[src/rtl/route_compute_mp.sv]
// Multi-port route lookup: round-robin arbitration feeds one shared engine that
// scans the routing table LANES entries per cycle and holds one result per port.
module route_compute_mp #(
    parameter  int NODE         = 1,
    parameter  int NUM_INPORTS  = 4,
    parameter  int NUM_OUTPORTS = 4,
    parameter  int LUT_DEPTH    = 32,
    parameter  int LANES        = 8,
    parameter  int ID_W         = 5,
    parameter  int DEFAULT_PORT = 0,
    localparam int SEL_W        = $clog2(NUM_OUTPORTS) + (NUM_OUTPORTS == 1)
) (
    input  logic                           clk,
    input  logic                           rst,
    input  logic [LUT_DEPTH-1:0]           lut_en,
    input  logic [LUT_DEPTH*ID_W-1:0]      lut_req,
    input  logic [LUT_DEPTH*ID_W-1:0]      lut_dest,
    input  logic [LUT_DEPTH*SEL_W-1:0]     lut_out_sel,
    input  logic [NUM_INPORTS-1:0]         rq_valid,
    output logic [NUM_INPORTS-1:0]         rq_ready,
    input  logic [NUM_INPORTS*ID_W-1:0]    rq_req_id,
    input  logic [NUM_INPORTS*ID_W-1:0]    rq_dest,
    output logic [NUM_INPORTS-1:0]         rsp_valid,
    output logic [NUM_INPORTS*SEL_W-1:0]   rsp_out_sel,
    output logic [NUM_INPORTS-1:0]         rsp_miss,
    input  logic [NUM_INPORTS-1:0]         rsp_ack,
    output logic                           busy
);

    localparam int BEATS  = LUT_DEPTH / LANES;
    localparam int BEAT_W = $clog2(BEATS) + (BEATS == 1);
    localparam int PORT_W = $clog2(NUM_INPORTS) + (NUM_INPORTS == 1);

    typedef enum logic {IDLE, SCAN} state_e;

    state_e                            state_q, state_d;
    logic [BEAT_W-1:0]                 beat_q, beat_d;
    logic [PORT_W-1:0]                 rr_q, rr_d;
    logic [PORT_W-1:0]                 port_q, port_d;
    logic [ID_W-1:0]                   req_id_q, req_id_d;
    logic [ID_W-1:0]                   dest_q, dest_d;
    logic [NUM_INPORTS-1:0]            rsp_valid_q, rsp_valid_d;
    logic [NUM_INPORTS-1:0]            rsp_miss_q, rsp_miss_d;
    logic [NUM_INPORTS-1:0][SEL_W-1:0] rsp_sel_q, rsp_sel_d;

    logic [NUM_INPORTS-1:0] eligible;
    logic                   grant_any;
    logic [PORT_W-1:0]      grant_idx;
    logic [ID_W-1:0]        grant_req, grant_dest;
    logic                   hit_found;
    logic [SEL_W-1:0]       hit_sel;
    logic                   wr_en;
    logic [PORT_W-1:0]      wr_port;
    logic [SEL_W-1:0]       wr_sel;
    logic                   wr_miss;

    // A port whose held result is being acked this cycle may be re-granted at once.
    assign eligible = rq_valid & (~rsp_valid_q | rsp_ack);

    always_comb begin
        grant_any = 1'b0;
        grant_idx = '0;
        for (int k = 0; k < NUM_INPORTS; k++) begin
            if (!grant_any && eligible[(int'(rr_q) + k) % NUM_INPORTS]) begin
                grant_any = 1'b1;
                grant_idx = PORT_W'((int'(rr_q) + k) % NUM_INPORTS);
            end
        end
    end

    assign grant_req  = rq_req_id[grant_idx*ID_W +: ID_W];
    assign grant_dest = rq_dest[grant_idx*ID_W +: ID_W];

    function automatic logic entry_hit(input int e);
        logic [ID_W-1:0] ent_req;
        logic [ID_W-1:0] ent_dest;
        ent_req  = lut_req[e*ID_W +: ID_W];
        ent_dest = lut_dest[e*ID_W +: ID_W];
        return lut_en[e]
            && (ent_req == '0 || ent_req == req_id_q)
            && (ent_dest == '0 || dest_q == '0 || ent_dest == dest_q);
    endfunction

    // Ascending scan with a found flag: the lowest-index hit in the beat wins.
    always_comb begin
        hit_found = 1'b0;
        hit_sel   = '0;
        for (int l = 0; l < LANES; l++) begin
            if (!hit_found && entry_hit(int'(beat_q) * LANES + l)) begin
                hit_found = 1'b1;
                hit_sel   = lut_out_sel[(int'(beat_q) * LANES + l)*SEL_W +: SEL_W];
            end
        end
    end

    // NOTE: every output of this block gets a default up front so no path infers a latch.
    always_comb begin
        state_d  = state_q;
        beat_d   = beat_q;
        rr_d     = rr_q;
        port_d   = port_q;
        req_id_d = req_id_q;
        dest_d   = dest_q;
        rq_ready = '0;
        wr_en    = 1'b0;
        wr_port  = port_q;
        wr_sel   = '0;
        wr_miss  = 1'b0;
        unique case (state_q)
            IDLE: begin
                if (grant_any) begin
                    rq_ready[grant_idx] = 1'b1;
                    rr_d     = PORT_W'((int'(grant_idx) + 1) % NUM_INPORTS);
                    port_d   = grant_idx;
                    req_id_d = grant_req;
                    dest_d   = grant_dest;
                    if (grant_dest == ID_W'(NODE)) begin
                        wr_en   = 1'b1;
                        wr_port = grant_idx;
                    end else begin
                        state_d = SCAN;
                        beat_d  = '0;
                    end
                end
            end
            SCAN: begin
                if (hit_found) begin
                    wr_en   = 1'b1;
                    wr_sel  = hit_sel;
                    state_d = IDLE;
                end else if (beat_q == BEAT_W'(BEATS - 1)) begin
                    wr_en   = 1'b1;
                    wr_sel  = SEL_W'(DEFAULT_PORT);
                    wr_miss = 1'b1;
                    state_d = IDLE;
                end else begin
                    beat_d = beat_q + 1'b1;
                end
            end
            default: state_d = IDLE;
        endcase
    end

    // A result write for a port overrides an ack arriving in the same cycle.
    always_comb begin
        rsp_valid_d = rsp_valid_q & ~rsp_ack;
        rsp_sel_d   = rsp_sel_q;
        rsp_miss_d  = rsp_miss_q;
        if (wr_en) begin
            rsp_valid_d[wr_port] = 1'b1;
            rsp_sel_d[wr_port]   = wr_sel;
            rsp_miss_d[wr_port]  = wr_miss;
        end
    end

    // NOTE: state updates use non-blocking assignments so all registers see pre-edge values.
    always_ff @(posedge clk or posedge rst) begin
        if (rst) begin
            state_q     <= IDLE;
            beat_q      <= '0;
            rr_q        <= '0;
            port_q      <= '0;
            req_id_q    <= '0;
            dest_q      <= '0;
            rsp_valid_q <= '0;
            rsp_sel_q   <= '0;
            rsp_miss_q  <= '0;
        end else begin
            state_q     <= state_d;
            beat_q      <= beat_d;
            rr_q        <= rr_d;
            port_q      <= port_d;
            req_id_q    <= req_id_d;
            dest_q      <= dest_d;
            rsp_valid_q <= rsp_valid_d;
            rsp_sel_q   <= rsp_sel_d;
            rsp_miss_q  <= rsp_miss_d;
        end
    end

    assign rsp_valid   = rsp_valid_q;
    assign rsp_out_sel = rsp_sel_q;
    assign rsp_miss    = rsp_miss_q;
    assign busy        = (state_q != IDLE);

endmodule

[config.mk]
export PLATFORM = sky130hd
export DESIGN_NAME = route_compute_mp
export DESIGN_NICKNAME = d
export VERILOG_FILES = /design/src/rtl/route_compute_mp.sv
export SDC_FILE = /design/constraint.sdc
export NUM_CORES = 1
export LEC_CHECK = 0
export ABC_AREA = 0
export CORE_MARGIN = 4
export CORE_UTILIZATION = 30
export DETAILED_ROUTE_END_ITERATION = 8
export PLACE_DENSITY = 0.57
export SLEW_MARGIN = 10
export SYNTH_ARGS = -nofsm -noshare
export SYNTH_HDL_FRONTEND = slang
export SYNTH_SLANG_ARGS = --single-unit
export TNS_END_PERCENT = 20
[constraint.sdc]
create_clock -name clk -period 5.7 [get_ports clk]
set_input_delay 1.14 -clock clk [delete_from_list [all_inputs] [get_ports clk]]
set_output_delay 1.14 -clock clk [all_outputs]
set_load 0.02 [all_outputs]
==> results.toml, run 1 <==
[cells_and_area]
stdcell_area_sq_um = 18600
areaGrowthSynthToFinish_pct = 40.9
post_route_cells_drive_above_1_share = 0.156
n_fill_cell = 4286
nNetsFinal = 2336

[floorplan]
io_pins = 487
rows = 76
core_sq_um = 43300
die_x_um = 218
die-area_sq_um = 47300
die_h_um = 218
start_util = 0.304

[synthesis]
synth_top_family_by_area = "multiplexers"
ys_seq_elements = 33
synth_compound_area_frac = 0.191
synth-edff-count = 0
synthAdderAreaFrac = 0.00855
syn_avg_cell_area_sq_um = 9.09
muxShareOfSynthArea = 0.459
synth_ff_type = "dfrtp_1"
synth_cell_types = 103
syn_nets = 1923
synth_simple_gate_area_share = 0.165
yosysSeqAreaShare = 0.0627
netlist_area_sq_um = 13200
synthCells = 1448
synth_xor_area_frac = 0.0372
ys_warn_count = 0
async_reset_ff_frac = 1.00

[clock_network]
cts_max_level = 2
cts_root_buf = "clkbuf_16"
cts_resized = 0
cts_buffer_depth = 2
insertion_delay_ns = 0.28
cts_tree = "yes"
post_cts_buffers = 0
path_clk_slew_ns = 0.06
cts_made_buffers = 5
clkSinkCount = 33
hold_buffers = 0

[critical_path]
worstPathArrival_ns = 5.47
reg2reg_from = "beat_q[0]"
cp_slowest_stage_delay_ns = 0.65
r2r_slack_ns = 0.38
start_kind = "register"
crit_fanout = 43
critPathCaptureType = "register"
required_ns = 5.86
worstRegToRegCells = 15
r2r-end = "rsp_miss[0]"
cp_cell_sequence = "inv_2 > ha_4 > buf_12 > buf_4 > or3b_2 > o22ai_1 > nor4_1 > o22ai_1 > xnor2_1 > nand4_1 > a22o_2 > nand4b_2 > o32a_4 > and2_4 > mux2_1"
crit_slowest_cell = "nor4_1"
cp_common_cell = "o22ai_1"
crit_type = "reg -> reg"

[placed_design]
pre_cts_ws_ns = 0.539
hpwl_um = 62700
globalplace.congestion = 0.996
placed_cell_area_sq_um = 18400
io_buffer_count = 486

[sta]
maxSlewHeadroom = 0.364
fmax_mhz = 188
setup_violations = 0
hold_viol_final = 0
worst_slew_pin_slew_ns = 0.953
min_period_ns = 5.32
skew_ns = 0.00687
rsz0062_at_grt = "false"
period_share = 0.933
setup_tns_ns = 0
finalMaxSlewViolations = 0
worst_slack_ns = 0.384

[drt]
top_layer_used = "met5"
drt-met1-wl_um = 30200
via_count = 15606
met2RoutedLength_um = 34800
wl_met3_um = 7850
drt_iter0_drc = 1889
detail-route-antenna-nets = 0
drt-total-wl_um = 76500
drc = 0
avgViaCountPerCell = 6.36
first_pass_iters = 5
wl_per_cell_um = 31.2

[min_path]
hold-path-cell-count = 1
hold_path_class = "reg -> reg"
hp-start = "rsp_miss[0]"
whs_endpoint = "rsp_miss[0]"

[flow_run]
maxCapViolations = 0

[global_route]
grt_pass1_vias = 15535
antenna_found_initial = 11
grt_max_degree = 148
grt_overflow = 0
grt_util_all_layers = 0.304
grt_pass1_wl_um = 108000

[power]
leakage_nw = 6.65
worst_ir_drop_vdd_mv = 0.559
power_per_cell_area_nw_per_um2 = 587
power_mw = 10.9

[status]
outcome = "completed"
[power by group]
part           internal, mW  total, mW  switching, mW
logic                  4.19       10.0           5.82
clock network         0.185      0.283         0.0984
registers             0.342      0.597          0.255
total                  4.72       10.9           6.18
[worst max-delay path: cells and delay by family (launching register included)]
family,cells,cell delay [ns]
buffers and inverters,3,0.82
adders and majority gates,1,0.61
muxes,1,0.30
and+or+nand+nor,5,1.56
AOI/OAI and AO/OA,4,1.13
DFF,1,0.53
xor gates and xnor gates,1,0.19
[cells in the final DEF (no fill, tap or decap), drive strengths merged, types with 24 or more instances in the layout]
cell,netlist,routed
buf,95,53
mux2i,257,257
mux4,129,129
o22ai,57,57
o21ai,59,59
clkdlybuf4s50,0,486
a22oi,24,24
a21oi,48,48
nand2,103,103
dfrtp,33,33
nand3,45,45
nand2b,24,24
mux2,49,49
nor2,51,51
nor3,31,31
xnor2,53,53
[kinds of logic (layout without fill, tap and decap cells)]
group	after synthesis	in the layout
other cells	0	6
fa+ha+maj	9	9
buf+inv	158	572
simple gates	404	404
mux	435	435
flops	33	33
compound gates	353	353
xor+xnor	56	56
[state kept, by name, indices dropped and copies added, names as in the netlist]
| name | count |
|---|---|
| rr_q | 2 |
| req_id_q | 5 |
| busy | 1 |
| beat_q | 2 |
| rsp_out_sel | 8 |
| rsp_miss | 4 |
| port_q | 2 |
| rsp_valid | 4 |
| dest_q | 5 |
[area by class of cell]
cell class	instances	area [sq um]	share of cell area
clock inverter	1	5.00	0.000270
tap	585	732	0.0394
antenna	6	15.0	0.000809
inverter	25	93.8	0.00506
multi-input combinational	1257	11400	0.613
sequential	33	833	0.0449
timing repair buffer	539	5350	0.288
clock buffer	7	153	0.00823
[how the worst max path moves through the flow]
stage                endpoint  slack [ns]     startpoint
2_1_floorplan     rsp_miss[2]        0.85      beat_q[0]
3_3_place_gp      rsp_miss[1]        0.60  lut_dest[111]
3_5_place_dp      rsp_miss[0]        0.54     rsp_ack[2]
4_1_cts        rsp_out_sel[1]        0.58      beat_q[0]
5_1_grt        rsp_out_sel[5]        0.27      beat_q[0]
6_report          rsp_miss[0]        0.38      beat_q[0]
[cells in the mapped netlist, drive strengths merged, types with 21 or more instances]
cell type,n,share of area
nand2b,24,0.011
o22ai,57,0.027
nor4,21,0.010
a211oi,21,0.012
clkbuf,38,0.014
nor3,31,0.012
a22oi,24,0.014
mux2,49,0.042
a21oi,48,0.019
dfrtp,33,0.063
o21ai,59,0.022
nor2,51,0.015
nand2,103,0.029
inv,21,0.0060
mux4,129,0.22
buf,95,0.055
xnor2,53,0.035
mux2i,257,0.20
nand3,45,0.017
[routing by layer]
layer | global-route usage | vias up
li1 | - | 6683
met1 | 0.406 | 7622
met2 | 0.489 | 1120
met3 | 0.0557 | 173
met4 | 0.120 | 8
met5 | 0 | -
[metrics by stage]
| step | cells | utilization | hold WS (ns) |
|---|---|---|---|
| 2_1_floorplan | 1448 | - | 0.497 |
| 3_3_place_gp | 2439 | 0.425 | 0.473 |
| 3_5_place_dp | 2439 | 0.425 | 0.481 |
| 4_1_cts | 2447 | 0.429 | 0.495 |
| 5_1_grt | 2452 | 0.429 | 0.519 |
| 6_report | 2453 | 0.429 | 0.495 |
Note: power is estimated with default switching activity, not from simulation.
==> run 2, diff against run 1 <==
==> constraint.sdc (replaced) <==
create_clock -name clk -period 6.8 [get_ports clk]
set_input_delay 1.36 -clock clk [delete_from_list [all_inputs] [get_ports clk]]
set_output_delay 1.36 -clock clk [all_outputs]
set_load 0.02 [all_outputs]
==> run 2 against run 1 <==
Global-route usage increased by 0.53 points; clock-buffer cell count decreased by 1; core utilization decreased by 0.37 points; sequential share of layout area about the same; sequential power decreased by 14%; routed wire length increased by 1.3%.
==> results.toml, run 2 (synthesis results as in run 1) <==
[clock_network]
cts_root_buf = "clkbuf_16"
post_cts_buffers = 0
cts_tree = "yes"
hold_buffers = 0
insertion_delay_ns = 0.28
clkSinkCount = 33
cts_max_level = 2
cts_made_buffers = 5
cts_resized = 0
cts_buffer_depth = 2
path_clk_slew_ns = 0.06

[sta]
maxSlewHeadroom = 0.112
fmax_mhz = 166
skew_ns = 0.00913
worst_slew_pin_slew_ns = 1.33
finalMaxSlewViolations = 0
setup_violations = 0
period_share = 0.884
hold_viol_final = 0
min_period_ns = 6.01
setup_tns_ns = 0
rsz0062_at_grt = "false"

[critical_path]
crit_fanout = 23
worstPathArrival_ns = 6.17
cp_num_cells = 15
crit_type = "reg -> reg"
cp.buffers_inverters = 3
r2r-end = "rsp_miss[3]"
start_kind = "register"
r2r_slack_ns = 0.79
cp_cell_sequence = "inv_1 > ha_2 > buf_4 > nor2_1 > buf_4 > a22oi_1 > a32oi_1 > xnor2_1 > nand4_1 > or4_1 > a32oi_2 > or2_2 > o32a_4 > and2_4 > mux2_2"
cp_common_cell = "buf_4"
cp_slowest_stage_delay_ns = 0.91
critPathCaptureType = "register"
critPathLaunch = "beat_q[1]"
required_ns = 6.96
worstRegToRegCells = 15
reg2reg_from = "beat_q[1]"
endpoint = "rsp_miss[3]"
cp_top_family = "simple AND/OR/NAND/NOR gates"
crit_slowest_cell = "nor2_1"

[cells_and_area]
n_fill_cell = 4267
multi_input_area_sq_um = 11400
nNetsFinal = 2328
regArea_sq_um = 833
areaGrowthSynthToFinish_pct = 39.7
layout_commonest_cell = "clkdlybuf4s50_1"
largest_reg_flops = 8
post_route_cells_drive_above_1_share = 0.152
mostFrequentLayoutCells = "clkdlybuf4s50_1, mux2i_1, mux4_2"

[power]
worst_ir_drop_vdd_mv = 0.263
power_per_cell_area_nw_per_um2 = 491
leakage_nw = 6.57
power_mw = 9.03

[status]
outcome = "completed"

[global_route]
grt_util_all_layers = 0.309
grt_pass1_vias = 15726
grt_max_degree = 66
antenna_found_initial = 7
grt_pass1_wl_um = 110000
grt_overflow = 0

[floorplan]
die_x_um = 218
start_util = 0.304
die-area_sq_um = 47300
rows = 76
die_h_um = 218
io_pins = 487
core_sq_um = 43300

[placed_design]
globalplace.congestion = 0.972
io_buffer_count = 486
hpwl_um = 63500

[drt]
via_count = 15682
avgViaCountPerCell = 6.42
drc = 0
drt_iter0_drc = 1949
wl_per_cell_um = 31.7
drt-total-wl_um = 77400
first_pass_iters = 6
detail-route-antenna-nets = 0

[flow_run]
maxCapViolations = 0

[min_path]
hold_path_class = "reg -> reg"
hp-start = "rsp_out_sel[3]"
run 2: how the worst min path moves through the flow:
stage                     endpoint  slack, ns  cells past startpoint
floorplan                port_q[0]       0.50                      1
global placement    rsp_out_sel[3]       0.47                      1
detailed placement  rsp_out_sel[3]       0.48                      1
CTS                 rsp_out_sel[3]       0.50                      1
global route        rsp_out_sel[5]       0.51                      1
finish              rsp_out_sel[3]       0.50                      1
run 2: layer usage:
layer,share of wire,vias up,track usage
li1,-,6656,-
met1,0.40,7775,0.411
met2,0.46,1074,0.505
met3,0.090,175,0.0486
met4,0.047,2,0.122
met5,0.00017,-,0
run 2: cell type report:
class / instances / area share
multi-input cells: 1257 / 0.618
repair buffers: 531 / 0.283
diodes: 6 / 0.000816
clock buffers: 6 / 0.00755
clock inverters: 1 / 0.000408
inverters: 25 / 0.00510
well taps: 585 / 0.0398
flip-flops and latches: 33 / 0.0453
run 2: where the power goes:
group / total [mW] / internal [mW] / switching [mW]
logic: 8.28 / 3.40 / 4.87
clock network: 0.232 / 0.144 / 0.0885
registers: 0.515 / 0.286 / 0.229
total: 9.03 / 3.83 / 5.19
run 2: through the flow:
step,cells,area [sq um],setup WS (ns),hold WS (ns),util
floorplan,1448,13200,1.95,0.497,-
global placement,2431,18200,1.12,0.473,0.421
detailed placement,2431,18200,0.996,0.485,0.421
CTS,2438,18400,0.967,0.499,0.425
global route,2443,18400,0.708,0.514,0.425
finish,2444,18400,0.786,0.496,0.425
